==> src/rtl/sirv_gnrl_beat_split.sv <==
// ============================================================================
// Module   : sirv_gnrl_beat_split
// Purpose  : Valid/ready width downsizer. Takes one IW-bit word and emits it
//            as RATIO beats of OW bits each, least-significant beat first.
//            The output handshake follows the generic pipe-stage rules, so the
//            two blocks chain directly.
// Ports    : clk, rst_n         - clock, asynchronous active-low reset
//            i_vld/i_rdy/i_dat  - wide input word handshake
//            i_len              - beats-minus-one (only with the macro below)
//            o_vld/o_rdy/o_dat  - narrow output beat handshake
//            o_last             - current beat is the final beat of the word
// Options  : `define SIRV_GNRL_BEAT_SPLIT_LEN_EN adds the i_len port so a word
//            may emit fewer than RATIO beats.
// Revision : 1.0 - initial release
// ============================================================================
`default_nettype none

module sirv_gnrl_beat_split #(
  parameter int  IW        = 64,
  parameter int  RATIO     = 2,
  parameter int  OW        = IW / RATIO,
  parameter bit  CUT_READY = 1'b0,
  localparam int C_CNT_W   = (RATIO > 1) ? $clog2(RATIO) : 1
) (
  input  logic               clk,
  input  logic               rst_n,
  input  logic               i_vld,
  output logic               i_rdy,
  input  logic [IW-1:0]      i_dat,
`ifdef SIRV_GNRL_BEAT_SPLIT_LEN_EN
  input  logic [C_CNT_W-1:0] i_len,
`endif
  output logic               o_vld,
  input  logic               o_rdy,
  output logic [OW-1:0]      o_dat,
  output logic               o_last
);

  localparam logic [C_CNT_W-1:0] C_LAST = C_CNT_W'(RATIO - 1);

  logic               r_busy;
  logic [IW-1:0]      r_hold;
  logic [C_CNT_W-1:0] r_cnt;
  logic [C_CNT_W-1:0] w_lidx;
  logic               w_in_hs;
  logic               w_out_hs;
  logic               w_is_last;

  assign w_in_hs   = i_vld & i_rdy;
  assign w_out_hs  = o_vld & o_rdy;
  assign w_is_last = (r_cnt == w_lidx);

  assign o_vld  = r_busy;
  assign o_last = r_busy & w_is_last;

  // Beat select: a compare-and-pick loop keeps every index width exact.
  always_comb begin
    o_dat = '0;
    for (int i = 0; i < RATIO; i++) begin
      if (r_cnt == C_CNT_W'(i)) begin
        o_dat = r_hold[i*OW +: OW];
      end
    end
  end

  generate
    if (CUT_READY) begin : g_cut_ready
      // Registered-only ready: costs one idle cycle between words.
      assign i_rdy = ~r_busy;
    end else begin : g_pass_ready
      // Allow a reload in the same cycle the last beat pops (no bubble).
      assign i_rdy = ~r_busy | (o_rdy & o_last);
    end
  endgenerate

`ifdef SIRV_GNRL_BEAT_SPLIT_LEN_EN
  logic [C_CNT_W-1:0] r_lidx;
  logic [C_CNT_W-1:0] w_len_clamp;

  // Lengths beyond the word clamp to the final beat.
  assign w_len_clamp = ({1'b0, i_len} > {1'b0, C_LAST}) ? C_LAST : i_len;
  assign w_lidx      = r_lidx;

  always_ff @(posedge clk or negedge rst_n) begin
    if (!rst_n) begin
      r_lidx <= C_LAST;
    end else if (w_in_hs) begin
      r_lidx <= w_len_clamp;
    end
  end
`else
  assign w_lidx = C_LAST;
`endif

  // Reload takes priority over the last-beat pop so back-to-back words
  // stream without dropping o_vld.
  always_ff @(posedge clk or negedge rst_n) begin
    if (!rst_n) begin
      r_busy <= 1'b0;
      r_hold <= '0;
      r_cnt  <= '0;
    end else if (w_in_hs) begin
      r_busy <= 1'b1;
      r_hold <= i_dat;
      r_cnt  <= '0;
    end else if (w_out_hs) begin
      if (w_is_last) begin
        r_busy <= 1'b0;
      end else begin
        r_cnt <= r_cnt + C_CNT_W'(1);
      end
    end
  end

endmodule

`default_nettype wire
==> config.mk <==
export PLATFORM = sky130hd
export DESIGN_NAME = sirv_gnrl_beat_split
export DESIGN_NICKNAME = d
export VERILOG_FILES = /design/src/rtl/sirv_gnrl_beat_split.sv
export SDC_FILE = /design/constraint.sdc
export NUM_CORES = 1
export LEC_CHECK = 0
export CORE_MARGIN = 2
export CORE_UTILIZATION = 45
export DETAILED_ROUTE_END_ITERATION = 8
export PLACE_DENSITY = 0.8
export SLEW_MARGIN = 10
export SYNTH_ARGS = -nofsm -noshare
export SYNTH_HDL_FRONTEND = slang
export SYNTH_SLANG_ARGS = --single-unit
export TNS_END_PERCENT = 30
==> constraint.sdc <==
create_clock -name clk -period 1.75 [get_ports clk]
set_input_delay 0.35 -clock clk [delete_from_list [all_inputs] [get_ports clk]]
set_output_delay 0.35 -clock clk [all_outputs]
set_load 0.02 [all_outputs]
* Yosys cells after proc, flatten, opt, wreduce, memory -nomap -nowiden
Cells that the tools add are included.
Operators by class: $add $sub $neg 1, multiplexer cells 7, bitwise operators 6, reductions and logical operators 3
Operator list (number):
- $mux W32 | 1
- $mux W1 | 6
- $and A1 B1 Y1 | 4
- $reduce_bool A2 Y1 | 2
- $reduce_and A2 Y1 | 1
- $add A1 B1 Y1 const B | 1
- $not A1 Y1 | 1
- $or A1 B1 Y1 | 1
Storage, ports and cells: flip-flop bits (word level) 66, input bits 68, output and inout port bits 35, word-level logic and storage cells 20

* Logic depth before layout (Yosys ltp)
depth after elaboration 6, depth in mapped cells 5, gate-level depth less buffers 3

* Worst setup path after synthesis
No wires, ideal clock.
path type reg-to-reg, start point reg r_busy (netlist: o_vld), end point reg r_hold[0], setup time 0.125 ns, arrival time 1.359 ns, data required time 1.625 ns, setup slack 0.266 ns, stages on the path, launching flop included 5, path buffers 1, clock period less this slack 1.484 ns, path through dfrtp_1 -> a21bo_4 -> nand2_8 -> buf_8 -> mux2_4
Between the ends: word-level cells in the longest chain between the ends 4, elaborated cells on any way between the ends 5, classes of those cells 5 x bitwise
RTL lines:
- start: declaration | RTL line 41 | logic r_busy;
- start signal: assignment | RTL line 99 | r_busy <= 1'b0;
- start signal: assignment | RTL line 103 | r_busy <= 1'b1;
- start signal: assignment | RTL line 108 | r_busy <= 1'b0;
- $and A1 B1 Y1 | RTL line 54 | assign o_last = r_busy & w_is_last;
- $and A1 B1 Y1 | RTL line 72 | assign i_rdy = ~r_busy | (o_rdy & o_last);
- $or A1 B1 Y1 (*) | RTL line 72
- named net i_rdy | RTL line 28 | output logic i_rdy,
- $and A1 B1 Y1 (*) | RTL line 49 | assign w_in_hs = i_vld & i_rdy;
- end signal: assignment | RTL line 104 | r_hold <= i_dat;
- end: declaration | RTL line 42 | logic [IW-1:0] r_hold;
The timed path passes the listed nets; every way through them passes the cells marked *. A chain may end at the register's enable or synchronous reset.

* Final worst setup path
start point reg r_cnt, end point out o_dat[8]
Between the ends: word-level cells in the longest chain between the ends 1
RTL lines:
- start: declaration | RTL line 43 | logic [C_CNT_W-1:0] r_cnt;
- start signal: assignment | RTL line 110 | r_cnt <= r_cnt + C_CNT_W'(1);
- $mux W32 | RTL line 60 | if (r_cnt == C_CNT_W'(i)) begin
- end: declaration | RTL line 35 | output logic [OW-1:0] o_dat,
Every way passes these cells.

==> results.sh <==
export IMPL_p_leak_nw=2.23
export IMPL_cts_made_buffers=9
export IMPL_place_congestion=0.723
export IMPL_r2r_end="r_hold[47]"
export IMPL_fillers=491
export IMPL_io_pins=103
export IMPL_hold_viol=0
export IMPL_synth_seq_area_share_pct=52.6
export IMPL_syn_inst=181
export IMPL_grt_pass1_wl_mm=10.1
export IMPL_dp_hpwl_mm=4.32
export IMPL_crit_fanout=6
export IMPL_die_y_um=87.5
export IMPL_crit_path_start="r_cnt"
export IMPL_core_area_mm2=0.00676
export IMPL_routed_via_count=1876
export IMPL_dr_pass1_iters=3
export IMPL_slew_violations=0
export IMPL_ant_nets=0
export IMPL_routedWlPerCell_um=16.5
export IMPL_yosysMostFrequentCell="dfrtp_1"
export IMPL_slowest_delay_ns=0.44
export IMPL_crit_buf_inv=3
export IMPL_cap_violations=0
export IMPL_crit_chain="buf_6 -> buf_12 -> mux2_4 -> buf_6"
export IMPL_synth_avg_cell_area_um2=17.4
export IMPL_power_density_mw_per_mm2=1870
export IMPL_finClkSkew_ns=0.00731
export IMPL_diodes=0
export IMPL_tightest_slew_ns=0.352
export IMPL_synthArstFlopShare_pct=100
export IMPL_clock_sinks=66
export IMPL_setup_worst_path_start_class="register"
export IMPL_ctsHoldBuffers=0
export IMPL_arrival_ns=1.48
export IMPL_worstReg2RegStart="r_cnt"
export IMPL_hold_class="in -> async"
export IMPL_rows=30
export IMPL_start_util_pct=46.5
export IMPL_period_needed_ns=1.83
export IMPL_fin_nets=376
export IMPL_drt_iter0_drc=29
export IMPL_clock_tree_root_cell="clkbuf_8"
export IMPL_yosys_area_top_type_share_pct=52.6
export IMPL_die_w_um=87.5
export IMPL_post_route_cell_area_mm2=0.00467
export IMPL_cts_tree="built"
export IMPL_die_area_mm2=0.00766
export IMPL_via_per_inst=4.79
export IMPL_seq_area_mm2=0.00165
export IMPL_required_ns=1.40
export IMPL_h_tree_depth=3
export IMPL_syn_cell_area_mm2=0.00314
export IMPL_drc=0
export IMPL_ir_worst_vdd_uv=968
export IMPL_cp_common_cell="buf_6"
export IMPL_syn2layout_area_growth_pct=48.6
export IMPL_syn_nets=249
export IMPL_ys_ff_latch=66
export IMPL_synth_area_leader_cell="dfrtp_1"
export IMPL_grt_usage_pct=17.5
export IMPL_postPlaceCellArea_mm2=0.00436
export IMPL_antenna_found_initial=0
export IMPL_clock_path_buffers=2
export IMPL_worst_setup_path_end_kind="primary output"
export IMPL_synth_edff_count=0
export IMPL_yosysWarnings=0
export IMPL_routed_wl_mm=6.49
export IMPL_synth_cell_types=13
export IMPL_grt_start_max_net_pins=67
export IMPL_fin_crit_sh_pct=105
export IMPL_dp_slack_ns=-0.209
export IMPL_ys_top_cells_by_count="66 x dfrtp_1, 60 x mux2_4, 36 x mux2_2"
export IMPL_grt_setup_unrepaired="true"
export IMPL_status="finished with violations"
export IMPL_rrSetupSlack_ns=0.09
export IMPL_drive_above_1_share_pct=54.8
export IMPL_synth_flop_cell="dfrtp_1"
export IMPL_ff2ff_path_depth=6
export IMPL_fin_ws_ns=-0.0804
export IMPL_worstSkewPairLatency_ns=0.33
export IMPL_ys_top_cells_by_area="dfrtp_1 53%, mux2_4 29%, mux2_2 13%"
export IMPL_multi_input_area_mm2=0.00140
export IMPL_crit_family="flip-flops"
export IMPL_clkTransAtPathRegs_ns=0.07
export IMPL_violations="setup timing"
export IMPL_fmax_mhz=546
export IMPL_grt_overflow=0
export IMPL_setup_viol=24
export IMPL_critPathKind="reg -> out"
export IMPL_worst_slew_margin_rel_pct=76.6
export IMPL_crit_slowest_cell="dfrtp_2"
export IMPL_grt_pass1_vias=1980
export IMPL_io_buffer_count=102
-- cell usage in the layout, fill, tap and decap left out, types with 2 or more instances in the layout --
cell type / n
clkdlybuf4s50_1: 66
clkbuf_1: 2
buf_4: 10
buf_6: 27
buf_2: 11
mux2_2: 32
clkinv_2: 2
clkbuf_8: 10
nand2_1: 2
mux2_4: 64
clkbuf_16: 2
dfrtp_1: 65
o21ai_0: 2
buf_12: 7
-- through the flow --
stage | cells | setup TNS [ns] | util, % | hold slack (ns) | power [mW]
2_1_floorplan | 181 | 0 | - | 0.0544 | 5.50
3_3_place_gp | 369 | -12.25 | 64.6 | 0.396 | 7.20
3_5_place_dp | 369 | -13.37 | 64.6 | 0.394 | 7.27
6_report | 392 | -0.904 | 69.1 | 0.0101 | 8.70
4_1_cts | 390 | -5.51 | 68.0 | 0.0188 | 8.70
5_1_grt | 392 | -3.03 | 69.1 | 0.0324 | 9.18
-- report_power, final --
group	switching, mW	internal (mW)
combinational	1.82	2.91
clock	0.551	0.686
sequential	0.436	2.30
total	2.81	5.89
-- kinds of logic (layout without fill, tap and decap cells) --
family	after synthesis	count (layout)	share of synthesized area, %
compound gates	3	3	0.837
buf+inv	11	141	3.71
flops	66	66	52.6
mux	96	96	41.6
simple gates	5	6	1.28
-- per-layer routing --
metal / GRT usage [%] / up-vias / wire length (µm)
li1: - / 900 / -
met1: 23.9 / 913 / 2890
met2: 26.9 / 53 / 3210
met3: 5.47 / 10 / 311
met4: 5.45 / 0 / 77
met5: 0 / - / 0
-- flip-flops by register name, summed over array words and instances (netlist names) --
signal,count
o_vld,1
r_cnt,1
r_hold,64
-- layout make-up --
type	count	area share [%]
tap	80	2.15
clock inverter	3	0.858
sequential	66	35.4
multi-input combinational	105	30.0
timing repair buffer	125	28.4
inverter	1	0.0805
clock buffer	12	3.11
-- repair_timing --
item                                    in CTS  in global routing
endpoints found under the setup margin      36                 95
gates cloned                                 2                  3
endpoints found under the hold margin        0                  0
gates resized for setup                    180                 16
setup buffers                                4                  2
-- worst max-delay path by stage --
stage	cells past startpoint	slack (ns)	endpoint
after CTS	4	-0.09	o_dat[24]
after global placement	3	-0.19	i_rdy
final	4	-0.08	o_dat[8]
after floorplan	4	0.27	r_hold[0]
after global routing	4	-0.14	o_dat[4]
after detailed placement	3	-0.21	i_rdy
No activity file was read; power rests on OpenSTA's default activity.
